===== src/rtl/mux_stim_sequencer.sv =====
// mux_stim_sequencer
//   Drives stimulus into a 2:1 mux under test. It holds two operand registers
//   and toggles the mux select 0 -> 1 for a programmable number of repetitions,
//   with each select phase held for a programmable number of cycles.
//
//   Optional feature macro: SEQ_CHECK_EN. When it is defined, the block adds a
//   mux_in feedback port and a sticky err flag. err records any cycle in which
//   the mux output does not match the operand that is currently selected.
//
// Ports
//   clk, rst       clock; asynchronous active-high reset
//   load           capture a_in/b_in (honoured only in IDLE)
//   a_in, b_in     operands to capture
//   start          begin a sequence (honoured only in IDLE)
//   reps           sel 0->1 repetitions, sampled at start
//   hold           cycles per sel phase, sampled at start (0 behaves as 1)
//   a_out, b_out   registered operands feeding the mux
//   sel_out        registered mux select (1 only in SEL1)
//   busy           high outside IDLE
//   done           one-cycle pulse in DONE
//   mux_in, err    (SEQ_CHECK_EN) mux output feedback, sticky mismatch flag
module mux_stim_sequencer #(
  parameter int WIDTH = 8
) (
  input  logic             clk,
  input  logic             rst,
  input  logic             load,
  input  logic [WIDTH-1:0] a_in,
  input  logic [WIDTH-1:0] b_in,
  input  logic             start,
  input  logic [3:0]       reps,
  input  logic [3:0]       hold,
`ifdef SEQ_CHECK_EN
  input  logic [WIDTH-1:0] mux_in,
  output logic             err,
`endif
  output logic [WIDTH-1:0] a_out,
  output logic [WIDTH-1:0] b_out,
  output logic             sel_out,
  output logic             busy,
  output logic             done
);

  typedef enum logic [1:0] {IDLE, SEL0, SEL1, DONE} state_t;

  state_t           state_q, state_d;
  logic [WIDTH-1:0] a_q, a_d, b_q, b_d;
  logic [3:0]       reps_q, reps_d;   // remaining repetitions
  logic [3:0]       hold_q, hold_d;   // phase length, already clamped to >= 1
  logic [3:0]       phase_q, phase_d; // cycles spent in the current phase
  logic             sel_q, sel_d;
  logic             phase_end;

  // The phase counter starts at 0 on entry, so a phase ends on count hold-1.
  assign phase_end = (phase_q == hold_q - 4'd1);

  always_comb begin
    state_d = state_q;
    a_d     = a_q;
    b_d     = b_q;
    reps_d  = reps_q;
    hold_d  = hold_q;
    phase_d = phase_q;
    unique case (state_q)
      IDLE: begin
        if (load) begin
          a_d = a_in;
          b_d = b_in;
        end
        if (start) begin
          reps_d  = reps;
          hold_d  = (hold == 4'd0) ? 4'd1 : hold;
          phase_d = 4'd0;
          state_d = (reps != 4'd0) ? SEL0 : DONE;
        end
      end
      SEL0: begin
        if (phase_end) begin
          phase_d = 4'd0;
          state_d = SEL1;
        end else begin
          phase_d = phase_q + 4'd1;
        end
      end
      SEL1: begin
        if (phase_end) begin
          phase_d = 4'd0;
          reps_d  = reps_q - 4'd1;
          state_d = (reps_q == 4'd1) ? DONE : SEL0;
        end else begin
          phase_d = phase_q + 4'd1;
        end
      end
      DONE: begin
        reps_d  = 4'd0;
        hold_d  = 4'd0;
        phase_d = 4'd0;
        state_d = IDLE;
      end
      default: state_d = IDLE;
    endcase
    // Select is registered from the next state so it lines up with SEL1 exactly.
    sel_d = (state_d == SEL1);
  end

  always_ff @(posedge clk or posedge rst) begin
    if (rst) begin
      state_q <= IDLE;
      a_q     <= '0;
      b_q     <= '0;
      reps_q  <= '0;
      hold_q  <= '0;
      phase_q <= '0;
      sel_q   <= 1'b0;
    end else begin
      state_q <= state_d;
      a_q     <= a_d;
      b_q     <= b_d;
      reps_q  <= reps_d;
      hold_q  <= hold_d;
      phase_q <= phase_d;
      sel_q   <= sel_d;
    end
  end

  assign a_out   = a_q;
  assign b_out   = b_q;
  assign sel_out = sel_q;
  assign busy    = (state_q != IDLE);
  assign done    = (state_q == DONE);

`ifdef SEQ_CHECK_EN
  logic err_q, err_d;

  // A start clears the flag. Otherwise any mismatch in an active phase sets it
  // and it stays set.
  always_comb begin
    err_d = err_q;
    if (state_q == IDLE && start)
      err_d = 1'b0;
    else if ((state_q == SEL0 && mux_in != a_q) ||
             (state_q == SEL1 && mux_in != b_q))
      err_d = 1'b1;
  end

  always_ff @(posedge clk or posedge rst) begin
    if (rst) err_q <= 1'b0;
    else     err_q <= err_d;
  end

  assign err = err_q;
`endif

endmodule


===== config.mk =====
export PLATFORM = sky130hd
export DESIGN_NAME = mux_stim_sequencer
export DESIGN_NICKNAME = d
export VERILOG_FILES = /design/src/rtl/mux_stim_sequencer.sv
export SDC_FILE = /design/constraint.sdc
export NUM_CORES = 1
export LEC_CHECK = 0
export ABC_AREA = 1
export BUFFER_PORTS_ARGS = -buffer_cell sky130_fd_sc_hd__buf_2
export CAP_MARGIN = 20
export CORE_MARGIN = 8
export CORE_UTILIZATION = 50
export DETAILED_ROUTE_END_ITERATION = 16
export PLACE_DENSITY = 0.78
export SETUP_SLACK_MARGIN = 0.1
export SYNTH_ARGS = -nofsm -noshare
export SYNTH_HDL_FRONTEND = slang
export SYNTH_SLANG_ARGS = --single-unit

===== constraint.sdc =====
create_clock -name clk -period 2.29 [get_ports clk]
set_clock_uncertainty 0.1 [all_clocks]
set_input_delay 0.229 -clock clk [delete_from_list [all_inputs] [get_ports clk]]
set_output_delay 0.229 -clock clk [all_outputs]
set_load 0.05 [all_outputs]

# After elaboration in Yosys (flattened, before gate mapping)
# Index checks and enable logic that the tools add are counted.
[classes]
addsub = 3
n_eq_ne = 8
n_mux = 15
n_reduce_logical = 10
[ops]
columns = ["operator", "n"]
rows = [
  ["4-bit 2-to-1 mux", 6],
  ["4-bit case mux with 3 select lines", 2],
  ["2-bit 2-to-1 mux", 5],
  ["2-bit case mux with 4 select lines", 1],
  ["4-bit case mux with 2 select lines", 1],
  ["4-bit by 1-bit subtractor with 4-bit output, second input constant", 2],
  ["2-bit == test, second input constant", 3],
  ["4-bit by 1-bit adder with 4-bit output, second input constant", 1],
  ["4-bit by 1-bit == test with 1-bit output, second input constant", 1],
  ["4-bit == test", 1],
  ["4-bit zero test", 1],
  ["2-bit != test, second input constant", 2],
  ["2-bit AND reduction", 2],
  ["2-bit nonzero test", 2],
  ["4-bit nonzero test", 1],
  ["3-bit AND reduction", 1],
  ["3-bit nonzero test", 1],
  ["2-bit by 1-bit == test with 1-bit output, second input constant", 1],
  ["2-bit zero test", 1],
  ["2-bit OR reduction", 1],
]
[word_totals]
register_bits = 31
in_bits = 28
out_inout_bits = 19

# Longest topological paths before layout
[depth]
depth_word = 5
depth_mapped = 15

# Least setup slack after synthesis
# Ideal clock, no wire load.
[synth_timing]
path_kind = "register to register"
start = "reg state_q[1]"
end = "reg reps_q[0]"
setup_ns = 0.127
t_arrival_ns = 1.677
slack_ns = 0.386
path_stages_with_launch = 9
synth_period_minus_slack_ns = 1.904
path_cell_list = "dfrtp_1 inv_1 ha_1 inv_1 nor2_1 inv_1 nand2_1 a21oi_4 o21ai_0"
[synth_between]
elab_chain_len = 3
elab_cells_between_ends = 8
cone_classes = "eq/ne (4); mux (1); reduce/logical (3)"
[synth_lines]
columns = ["element", "line", "text"]
rows = [
  ["start, declared", "46", "state_t state_q, state_d;"],
  ["start signal, assigned", "116", "state_q <= state_d;"],
  ["2-bit == test or 2-bit zero test (tied branches)", "64", "unique case (state_q)"],
  ["2-bit != test (no line) or 3-bit nonzero test (tied branches)", "--", ""],
  ["3-bit AND reduction (no line)", "--", ""],
  ["end signal, assigned", "119", "reps_q <= reps_d;"],
  ["end, declared", "48", "logic [3:0] reps_q, reps_d;"],
]
# Parallel ways exist; a longest one is shown, timed or not.
# A chain may end at the register's enable or synchronous reset.

# Worst setup path in the final report
[layout_timing]
start = "reg state_q[1]"
end = "out busy"
[layout_between]
elab_chain_len = 1
[layout_lines]
columns = ["element", "line", "text"]
rows = [
  ["2-bit nonzero test", "129", "assign busy = (state_q != IDLE);"],
  ["end, declared", "40", "output logic busy,"],
]
# No other way between the ends.

==> implementation parameters <==
Parameter                              Value

Status
  Status    completed

Min path
  Hold crit path type    input pin to register
  Hold_sp    a_in[4]
  Worst hold path endpoint    a_out[4]
  Hold Path Depth    2

Timing
  Final slew viol count    0
  RSZ-0062 raised after global routing    no
  Highest attainable clock frequency    0.5545 GHz
  Least-Margin Pin Slew    0.3767 ns
  Setup Total Neg Slack    0 ns
  Setup WS post-layout    0.4866 ns
  # setup viols final    0
  Final critical-path required period    1.803 ns
  Number of endpoints with negative hold slack in the final report    0
  Worst max-slew margin expressed relative to the limit    0.7488
  Period utilisation layout    0.7875

Drt
  Routed wirelength normalized by instance count    13.37 um
  Met1 WL    1377 um
  Top layer used by detailed routing    met4
  Number of iterations in the first detailed-routing pass    4
  DRC violation count after routing    0
  Remaining antenna violation count    0
  Detailed Route WL    3315 um
  Via count    1261
  DRC marker count from the first detailed-route iteration    89
  Metal3 WL    338 um
  Met2 routed WL    1563 um
  Vias/cell    5.085

Clock tree
  Number of buffers created by CTS    5
  TritonCTS clock tree    yes
  Clock latency at the later pin of the worst-skew pair    0.33 ns
  Maximum clock path buffer count    2
  Total clock sinks    31
  Clock root cell    clkbuf_4
  Level count of the clock H-tree    2
  Worst-path clk slew    0.10 ns

Finish
  Layout overhead on the synthesized area    23.19%
  Antenna diode instance count    0
  Number of nets at the end of the flow    250
  Share of layout cells above drive strength 1    0.3535
  Commonest cells after routing, fill and taps aside    buf_2 (46), dfrtp_1 (31), nand2_1 (29)
  Most common library cell in the layout ignoring fill and taps    buf_2
  Share of the core filled with cells in the final layout    0.6375

Die
  Effective utilization at floorplan    0.5175
  Die Span X    71.75 um
  Overall die height    71.75 um
  Area inside the core boundary    0.003003 mm^2
  Top-level I/O count    47
  Die area    0.005148 mm^2
  Total number of placement rows    20

Synth
  Largest family of logic cells by synthesized area    simple AND/OR/NAND/NOR gates
  Total standard cell area after synthesis    0.001554 mm^2
  Fraction of synthesized area in multiplexers    0.1159
  Count of state elements after synthesis    31
  Synth Instances    159
  Post-synth top flop    dfrtp_1
  Count of flip-flops with a built-in enable after synthesis    0
  Mean instance size in the synthesized netlist    9.774 um^2
  Adder and majority gate portion of the synthesized area    0.06441
  XOR/XNOR share of the synthesized area    0.02818
  Syn nets    195
  Post-synthesis share of cell area spent on and, or, nand and nor gates    0.1304
  Fraction of registers with async set/reset    1.000
  YS warnings    0
  Number of distinct library cells after synthesis    23
  Share of the synthesized area in compound gates (AO/OA/AOI/OAI)    0.09340
  Proportion of synthesized chip area in sequential cells    0.4992

Critical path
  Arrival time reported for the critical path endpoint    1.47 ns
  CP Launch Type    register
  Crit Reg-Reg Startpoint    state_q[1]
  Kind of end point of the critical path    output port
  Worst setup slack for register-to-register paths    0.49 ns
  R2R Path End    reps_q[1]
  Crit Path Max Fanout    5
  Required @ worst endpoint    1.96 ns
  R2R cell count    9
  Critical path type    register to output port

GRT
  Number of global-route vias before repair    1298
  GRT Util Overall    0.1415
  Remaining global-route overflow    0
  Antenna violations before repair    0
  Pin count of the biggest net entering global routing    32
  Wire length of the first global-routing pass    5720 um

Power
  Worst IR Drop VDD    903.9 uV
  Ratio of total power to cell area    1680 mW/mm^2
  Leak pwr    0.001022 uW

Placed design
  DP Worst Slack    0.4916 ns
  Port-buffer cells    46
  Post-DP HPWL    2628 um
  Placer's final routability congestion estimate    0.8858

Job
  Max cap viols    0
-- area by class of cell --
| class | count | area (um^2) |
|---|---|---|
| fill | 266 | 1089 |
| sequential | 31 | 775.7 |
| multi-input combinational | 100 | 671.9 |
| timing repair buffer | 49 | 255.2 |
| inverter | 27 | 101.3 |
| clock buffer | 8 | 68.82 |
| tap | 33 | 41.29 |
-- synth_stat cells (2+ instances only) --
library cell  instances  area (um^2)
dfrtp_1              31        775.7
nand2_1              29        108.9
inv_1                26        97.59
mux2_2               16        180.2
nand3_1               9        45.04
o21ai_0               9        45.04
ha_1                  8        100.1
o22ai_1               7        43.79
nor2_1                5        18.77
xor2_1                3        26.28
a31oi_1               2        12.51
nand2_2               2        12.51
xnor2_1               2        17.52
-- critical path, cell delays in order, from the launching register on --
cell,delay [ns]
dfrtp_1,0.38
inv_1,0.10
ha_1,0.24
inv_1,0.14
buf_2,0.29
-- per-layer routing --
metal | global-route usage | up-vias
met3 | 0.07671 | 5
met4 | 0.04762 | 0
met5 | 0 | -
met2 | 0.2318 | 42
met1 | 0.1513 | 585
li1 | - | 629
-- where the power goes --
group          leakage (uW)  switching [uW]  internal (uW)
Sequential         0.000379             144            811
Combinational      0.000604            1300            604
Clock             0.0000386             179            180
Total               0.00102            1620           1600
-- flip-flops by register name, indices dropped and copies added (netlist names) --
name,cells
reps_q,4
sel_out,1
hold_q,4
b_out,8
state_q,2
phase_q,4
a_out,8
-- per-stage QoR --
step           area (um^2)  total power, uW  cells  hold slack, ns
3_3_place_gp          1836             2844    239          0.2189
3_5_place_dp          1836             2883    239          0.2234
4_1_cts               1914             3250    248        0.008043
5_1_grt               1914             3478    248         0.01518
6_report              1914             3217    248         0.02327
2_1_floorplan         1554             2459    159          0.2325
-- worst max-delay path by stage --
stage                     depth (start not counted)  startpoint  slack (ns)         to
after floorplan                                   8  state_q[1]        0.39  reps_q[0]
after global placement                            5  state_q[1]        0.52   a_out[2]
after detailed placement                          7  state_q[0]        0.49  reps_q[1]
after CTS                                         4  state_q[1]        0.47       busy
after global routing                              8  state_q[0]        0.25  reps_q[1]
final                                             4  state_q[1]        0.49       busy
-- cell families (layout without fill, tap and decap cells) --
logic type / after synthesis / after routing
buf+inv: 28 / 84
simple gates: 48 / 48
fa+ha+maj: 8 / 8
compound gates: 23 / 23
mux: 16 / 16
flops: 31 / 31
xor+xnor: 5 / 5
-- what timing repair did --
action                    4_1_cts  5_1_grt
buffers inserted                0        0
hold endpoints to repair       31        0
gates resized for setup         0        0
hold buffers                    1        0
No activity file was read; power rests on OpenSTA's default activity.
